## src/rtl/synchronous_fifo.sv

```systemverilog
// Single-clock FIFO with occupancy count, almost-full/almost-empty thresholds and sticky errors.
// Define SYNC_FIFO_FWFT_EN for first-word-fall-through reads; otherwise data_out is registered.
module synchronous_fifo #(
   parameter int DEPTH         = 8,
   parameter int DATA_WIDTH    = 8,
   parameter int AFULL_THRESH  = DEPTH - 2,
   parameter int AEMPTY_THRESH = 1,
   parameter int CNT_WIDTH     = $clog2(DEPTH + 1)
) (
   input  logic                  clk,
   input  logic                  rst,
   input  logic                  w_en,
   input  logic [DATA_WIDTH-1:0] data_in,
   input  logic                  r_en,
   output logic [DATA_WIDTH-1:0] data_out,
   output logic                  full,
   output logic                  empty,
   output logic                  almost_full,
   output logic                  almost_empty,
   output logic [CNT_WIDTH-1:0]  count,
   output logic                  overflow,
   output logic                  underflow,
   input  logic                  err_clr
);

   localparam int                   PTR_W      = $clog2(DEPTH);
   localparam logic [PTR_W-1:0]     LAST_PTR   = PTR_W'(DEPTH - 1);
   localparam logic [CNT_WIDTH-1:0] FULL_CNT   = CNT_WIDTH'(DEPTH);
   localparam logic [CNT_WIDTH-1:0] AFULL_CNT  = CNT_WIDTH'(AFULL_THRESH);
   localparam logic [CNT_WIDTH-1:0] AEMPTY_CNT = CNT_WIDTH'(AEMPTY_THRESH);

   logic [DATA_WIDTH-1:0] mem [DEPTH];
   logic [PTR_W-1:0]      wptr_q, wptr_d;
   logic [PTR_W-1:0]      rptr_q, rptr_d;
   logic [CNT_WIDTH-1:0]  count_q, count_d;
   logic                  overflow_q, overflow_d;
   logic                  underflow_q, underflow_d;
   logic                  wr_acc, rd_acc;

   // Status decodes only from the registered count, never from the request inputs.
   assign full         = (count_q == FULL_CNT);
   assign empty        = (count_q == '0);
   assign almost_full  = (count_q >= AFULL_CNT);
   assign almost_empty = (count_q <= AEMPTY_CNT);
   assign count        = count_q;
   assign overflow     = overflow_q;
   assign underflow    = underflow_q;

   assign wr_acc = w_en && !full;
   assign rd_acc = r_en && !empty;

   always_comb begin
      // NOTE: every next-state value is given its hold value first so no path can infer a latch.
      wptr_d      = wptr_q;
      rptr_d      = rptr_q;
      count_d     = count_q;
      overflow_d  = overflow_q;
      underflow_d = underflow_q;

      if (err_clr) begin
         overflow_d  = 1'b0;
         underflow_d = 1'b0;
      end
      if (w_en && full) overflow_d = 1'b1;
      if (r_en && empty) underflow_d = 1'b1;

      if (wr_acc) wptr_d = (wptr_q == LAST_PTR) ? '0 : wptr_q + PTR_W'(1);
      if (rd_acc) rptr_d = (rptr_q == LAST_PTR) ? '0 : rptr_q + PTR_W'(1);

      case ({wr_acc, rd_acc})
         2'b10:   count_d = count_q + CNT_WIDTH'(1);
         2'b01:   count_d = count_q - CNT_WIDTH'(1);
         default: count_d = count_q;
      endcase
   end

   always_ff @(posedge clk) begin
      if (rst) begin
         wptr_q      <= '0;
         rptr_q      <= '0;
         count_q     <= '0;
         overflow_q  <= 1'b0;
         underflow_q <= 1'b0;
      end else begin
         wptr_q      <= wptr_d;
         rptr_q      <= rptr_d;
         count_q     <= count_d;
         overflow_q  <= overflow_d;
         underflow_q <= underflow_d;
      end
   end

   // NOTE: storage has no reset; empty masks every entry that has not been written since reset.
   always_ff @(posedge clk) begin
      if (wr_acc) mem[wptr_q] <= data_in;
   end

`ifdef SYNC_FIFO_FWFT_EN
   assign data_out = empty ? '0 : mem[rptr_q];
`else
   logic [DATA_WIDTH-1:0] rdata_q, rdata_d;

   assign rdata_d = rd_acc ? mem[rptr_q] : rdata_q;

   always_ff @(posedge clk) begin
      if (rst) rdata_q <= '0;
      else     rdata_q <= rdata_d;
   end

   assign data_out = rdata_q;
`endif

endmodule

```

## config.mk

```make
export PLATFORM = sky130hd
export DESIGN_NAME = synchronous_fifo
export DESIGN_NICKNAME = d
export VERILOG_FILES = /design/src/rtl/synchronous_fifo.sv
export SDC_FILE = /design/constraint.sdc
export NUM_CORES = 1
export LEC_CHECK = 0
export CORE_MARGIN = 4
export CORE_UTILIZATION = 25
export DETAILED_ROUTE_END_ITERATION = 10
export DONT_BUFFER_PORTS = 1
export PLACE_DENSITY = 0.47
export SLEW_MARGIN = 5
export SYNTH_ARGS = -nofsm -noshare
export SYNTH_HDL_FRONTEND = slang
export SYNTH_SLANG_ARGS = --single-unit
```

## constraint.sdc

```tcl
create_clock -name clk -period 3.6 [get_ports clk]
set_input_delay 0.72 -clock clk [delete_from_list [all_inputs] [get_ports clk]]
set_output_delay 0.72 -clock clk [all_outputs]
set_load 0.03 [all_outputs]
```

# Word-level counts from Yosys, hierarchy flattened
# Memory sizes are Yosys's and may differ from the RTL's. A register that Yosys moved wholly into a read port is not among the register bits.
# Index checks and enable logic that the tools add are counted.
# op_classes
n_mux	8
reduce_logical	10
order_cmp	2
n_eq_ne	5
add_sub_neg	4
# op_table
operator	count
case mux 4 bit (2 select lines)	1
adder 3 x 1 -> 3 bit (second input constant)	2
== test 3 bit (second input constant)	2
2-to-1 mux 3 bit	2
nonzero test 2 bit	3
2-to-1 mux 1 bit	5
adder 4 x 1 -> 4 bit (second input constant)	1
== test 4 bit (second input constant)	1
greater-or-equal comparator 4 x 3 -> 1 bit (second input constant)	1
<= comparator 4 x 1 -> 1 bit (second input constant)	1
logical AND 1 bit	4
zero test 4 bit	1
subtractor 4 x 1 -> 4 bit (second input constant)	1
== test 2 x 1 -> 1 bit (second input constant)	1
== test 2 bit (second input constant)	1
zero test 1 bit	2
# totals
inputBits	13
n_memories	1
regBits	12
ram_bits	64
# memory_table
memory	depth	word_bits	read_ports	rd_clocked_by_memory_dff	wr	line_no	rtl
mem	8	8	1	1	1	32	logic [DATA_WIDTH-1:0] mem [DEPTH];

# Longest topological paths before layout
# logic_depth
depth_word	5
ltp_mapped	10

# Worst setup path before layout
# Ideal clock, no wire load.
# synth_path
kind	reg-to-reg
start	register count_q[0] (netlist: count[0])
end	register count_q[3] (netlist: count[3])
path_stages_with_launch	11
path_slack_ns	0.934
required_ns	3.475
t_arrival_ns	2.541
cell_sequence	dfxtp_1 > inv_1 > ha_1 > nor3b_2 > nand2b_2 > inv_2 > ha_1 > or4b_1 > a21oi_2 > xnor2_1 > nor2_2
# synth_via
elab_chain_cells	5
# synth_rtl
element	line_no	rtl
start, declared	35	logic [CNT_WIDTH-1:0] count_q, count_d;
start signal, assigned	87	count_q <= count_d;
zero test 4 bit *	42	assign empty = (count_q == '0);
via empty	17	output logic empty,
zero test 1 bit *	50	assign rd_acc = r_en && !empty;
logical AND 1 bit *	50	
via rd_acc	38	logic wr_acc, rd_acc;
== test 2 x 1 -> 1 bit or == test 2 bit (tied branches)	70	case ({wr_acc, rd_acc})
case mux 4 bit (2 select lines) or nonzero test 2 bit (tied branches)	-	
# Mark *: on every way through the listed nets, which the timed path passes. The rest lies on a longest branch.
# A chain may end at the register's enable or synchronous reset.

# Worst setup path in the final report
# Same ends and word-level chain as after synthesis.

==> flow_summary.ini <==
[pwr]
ir_worst_vdd_uv = 259
leakage_uw = 0.00130
power_density_nw_per_um2 = 701
combPwrFrac_pct = 16.4
p_int_uw = 1940
power_switching_uw = 844
p_clk_share_pct = 35.5
swShare_pct = 30.4
fin_total_pwr_uw = 2780
power_frac_seq_pct = 48.1

[sta]
relSlewSlack_pct = 25.2
setup_viol = 0
layout_min_cycle_time_ns = 2.85
worst_pin_slew_ns = 1.12
tns_ns = 0
rsz0062_at_grt = no
period_share_pct = 79.2
hold_violations = 0
slew_violations = 0
fmax_mhz = 351
finalClockSkew_ns = 0.00548

[clock_network]
ctsHoldBuffers = 0
cts_buffers = 9
insertion_delay_ns = 0.33
clk_pin_slew_ns = 0.06
root_buffer = clkbuf_16
cts_setup_buffers = 0
cts_resized = 0
tritoncts = yes
h-tree-depth = 3
cts.path.max_buffers = 2
clock_sinks = 84

[drt]
top_layer_used = met4
route.met2.wl_mm = 3.49
vias = 1848
totalWireLength_mm = 7.26
wl_per_cell_um = 17.4
dr.pass1.iters = 4
vias_per_cell = 4.43
drc = 0
wl_met3_um = 408
wl_met1_mm = 3.21
first_iter_violations = 90
ant_nets = 0

[die]
rows = 42
fp.dieArea_um2 = 15500
die_w_um = 125
initial_core_util_pct = 25.5
num_io_pins = 31
fp.coreArea_um2 = 13300
die_h_um = 125

[synth]
ys_seq_elements = 84
ys_seq_area_share_pct = 68.4
synthesis.area_um2 = 3390
synth_top_area_cell = edfxtp_1
synth.most_common_cell = edfxtp_1
synth_area_per_cell_um2 = 15.1
syn_nets = 247
synth.top_cells.by_count = edfxtp_1, mux2i_1, dfxtp_1, a22oi_1
syn_inst = 225
synth_edf_count = 64
synth_cell_types = 36
ys.flop_type = edfxtp_1
async_flop_share_pct = 0
ys_warn_count = 0
yosys.area.top_type_share_pct = 56.6
synth_area_leaders = edfxtp_1, dfxtp_1, mux2i_1

[min_path]
hold_path.class = in2reg
hold_depth = 1
worstHoldStart = rst
min_delay_worst_endpoint = count[3]

[layout]
num-fill-cells = 1294
diodes = 0
final_area_um2 = 3970
fin_util_pct = 29.8
seq_area_um2 = 2320
final_nets = 258
drive_gt1_share_pct = 14.5
multi_input_area_um2 = 1020
fin_cells = 417
area_growth_pct = 16.8

[global_routing]
grt_pass1_vias = 1940
antenna_found_initial = 0
grt_pass1_wl_mm = 11.4
grt_use_total_pct = 9.88
grt_max_degree = 36
grt_overflow = 0

[setup_path]
criticalPathCategory = reg2reg
worst-r2r-setup-slack_ns = 0.75
cp-startpoint = count[0]
r2r-end = count[3]
crit_arrival_ns = 3.08
required_ns = 3.83
timing.rr.start = count[0]
end_kind = flop
reg2reg_depth = 10
critPathMaxFanout = 7
cp-start-kind = flop

[flow_run]
maxCapViolCount = 0

[placed_design]
place_area_um2 = 3640
placed_cells = 401
place_congestion = 0.713
io_buffers = 0
place.detailed.hpwl_mm = 4.49

[run_status]
outcome = finished clean
==> cells in the final DEF, fill, tap and decap left out, types with 3 or more instances in the layout <==
cell,instances
a21oi_1,9
a22oi_1,16
a32o_1,8
buf_4,8
clkbuf_16,9
dfxtp_1,19
edfxtp_1,64
ha_1,9
mux2i_1,33
nand2_1,8
nand2b_1,3
nor2_1,9
nor2b_1,4
nor3_1,5
or3_1,3
==> how the worst max path moves through the flow <==
stage,end,slack [ns],cells after the start
5_1_grt,count[3],0.58,10
3_3_place_gp,count[3],0.78,10
3_5_place_dp,count[3],0.74,10
2_1_floorplan,count[3],0.93,10
6_report,count[3],0.75,10
4_1_cts,count[3],0.74,10
==> metal layers <==
metal | vias up | global-route usage [%]
met2 | 29 | 15.4
li1 | 894 | -
met3 | 9 | 3.86
met4 | 0 | 4.58
met5 | - | 0
met1 | 916 | 12.0
==> critical path, stage by stage (launching register included) <==
cell      delay, ns
dfxtp_1        0.63
inv_1          0.14
ha_1           0.27
nor3b_2        0.24
nand2b_2       0.29
inv_2          0.12
ha_1           0.24
or4b_1         0.47
a21oi_2        0.16
xnor2_1        0.14
nor2_2         0.04
==> power by group through the flow <==
stage | sequential, uW | combinational, uW | clock, uW
after CTS | 1340 | 464 | 1020
after global placement | 1360 | 459 | 0
final | 1340 | 456 | 988
after floorplan | 1270 | 435 | 0
after global routing | 1360 | 510 | 1060
after detailed placement | 1370 | 463 | 0
==> kinds of logic (layout without fill, tap and decap cells) <==
| kind of cell | Yosys count | count (layout) | share of synthesized area, % |
|---|---|---|---|
| XOR/XNOR | 3 | 3 | 0.774 |
| adder cells (fa/ha/maj) | 9 | 9 | 3.32 |
| flip-flops | 84 | 84 | 68.4 |
| buffers and inverters | 12 | 28 | 1.62 |
| AO/OA/AOI/OAI | 37 | 37 | 8.00 |
| multiplexers | 33 | 33 | 9.73 |
| AND/OR/NAND/NOR | 47 | 47 | 8.15 |
==> registers in the layout, summed over array words and instances (netlist names) <==
register and count:
rptr_q 3, overflow 1, data_out 8, wptr_q 3, count 4, underflow 1, mem 64
==> stage by stage <==
step / hold slack, ns / setup WS [ns]
2_1_floorplan: 0.477 / 0.934
3_3_place_gp: 0.512 / 0.784
3_5_place_dp: 0.507 / 0.744
4_1_cts: 0.436 / 0.739
5_1_grt: 0.433 / 0.584
6_report: 0.448 / 0.747
==> final cells by class <==
class / instances / area share [%]
multi-input cells: 129 / 25.8
clock inverters: 7 / 2.46
well taps: 176 / 5.55
inverters: 4 / 0.379
flip-flops and latches: 84 / 58.6
repair buffers: 8 / 1.51
clock buffers: 9 / 5.68
Power figures use the tool's default switching activity.
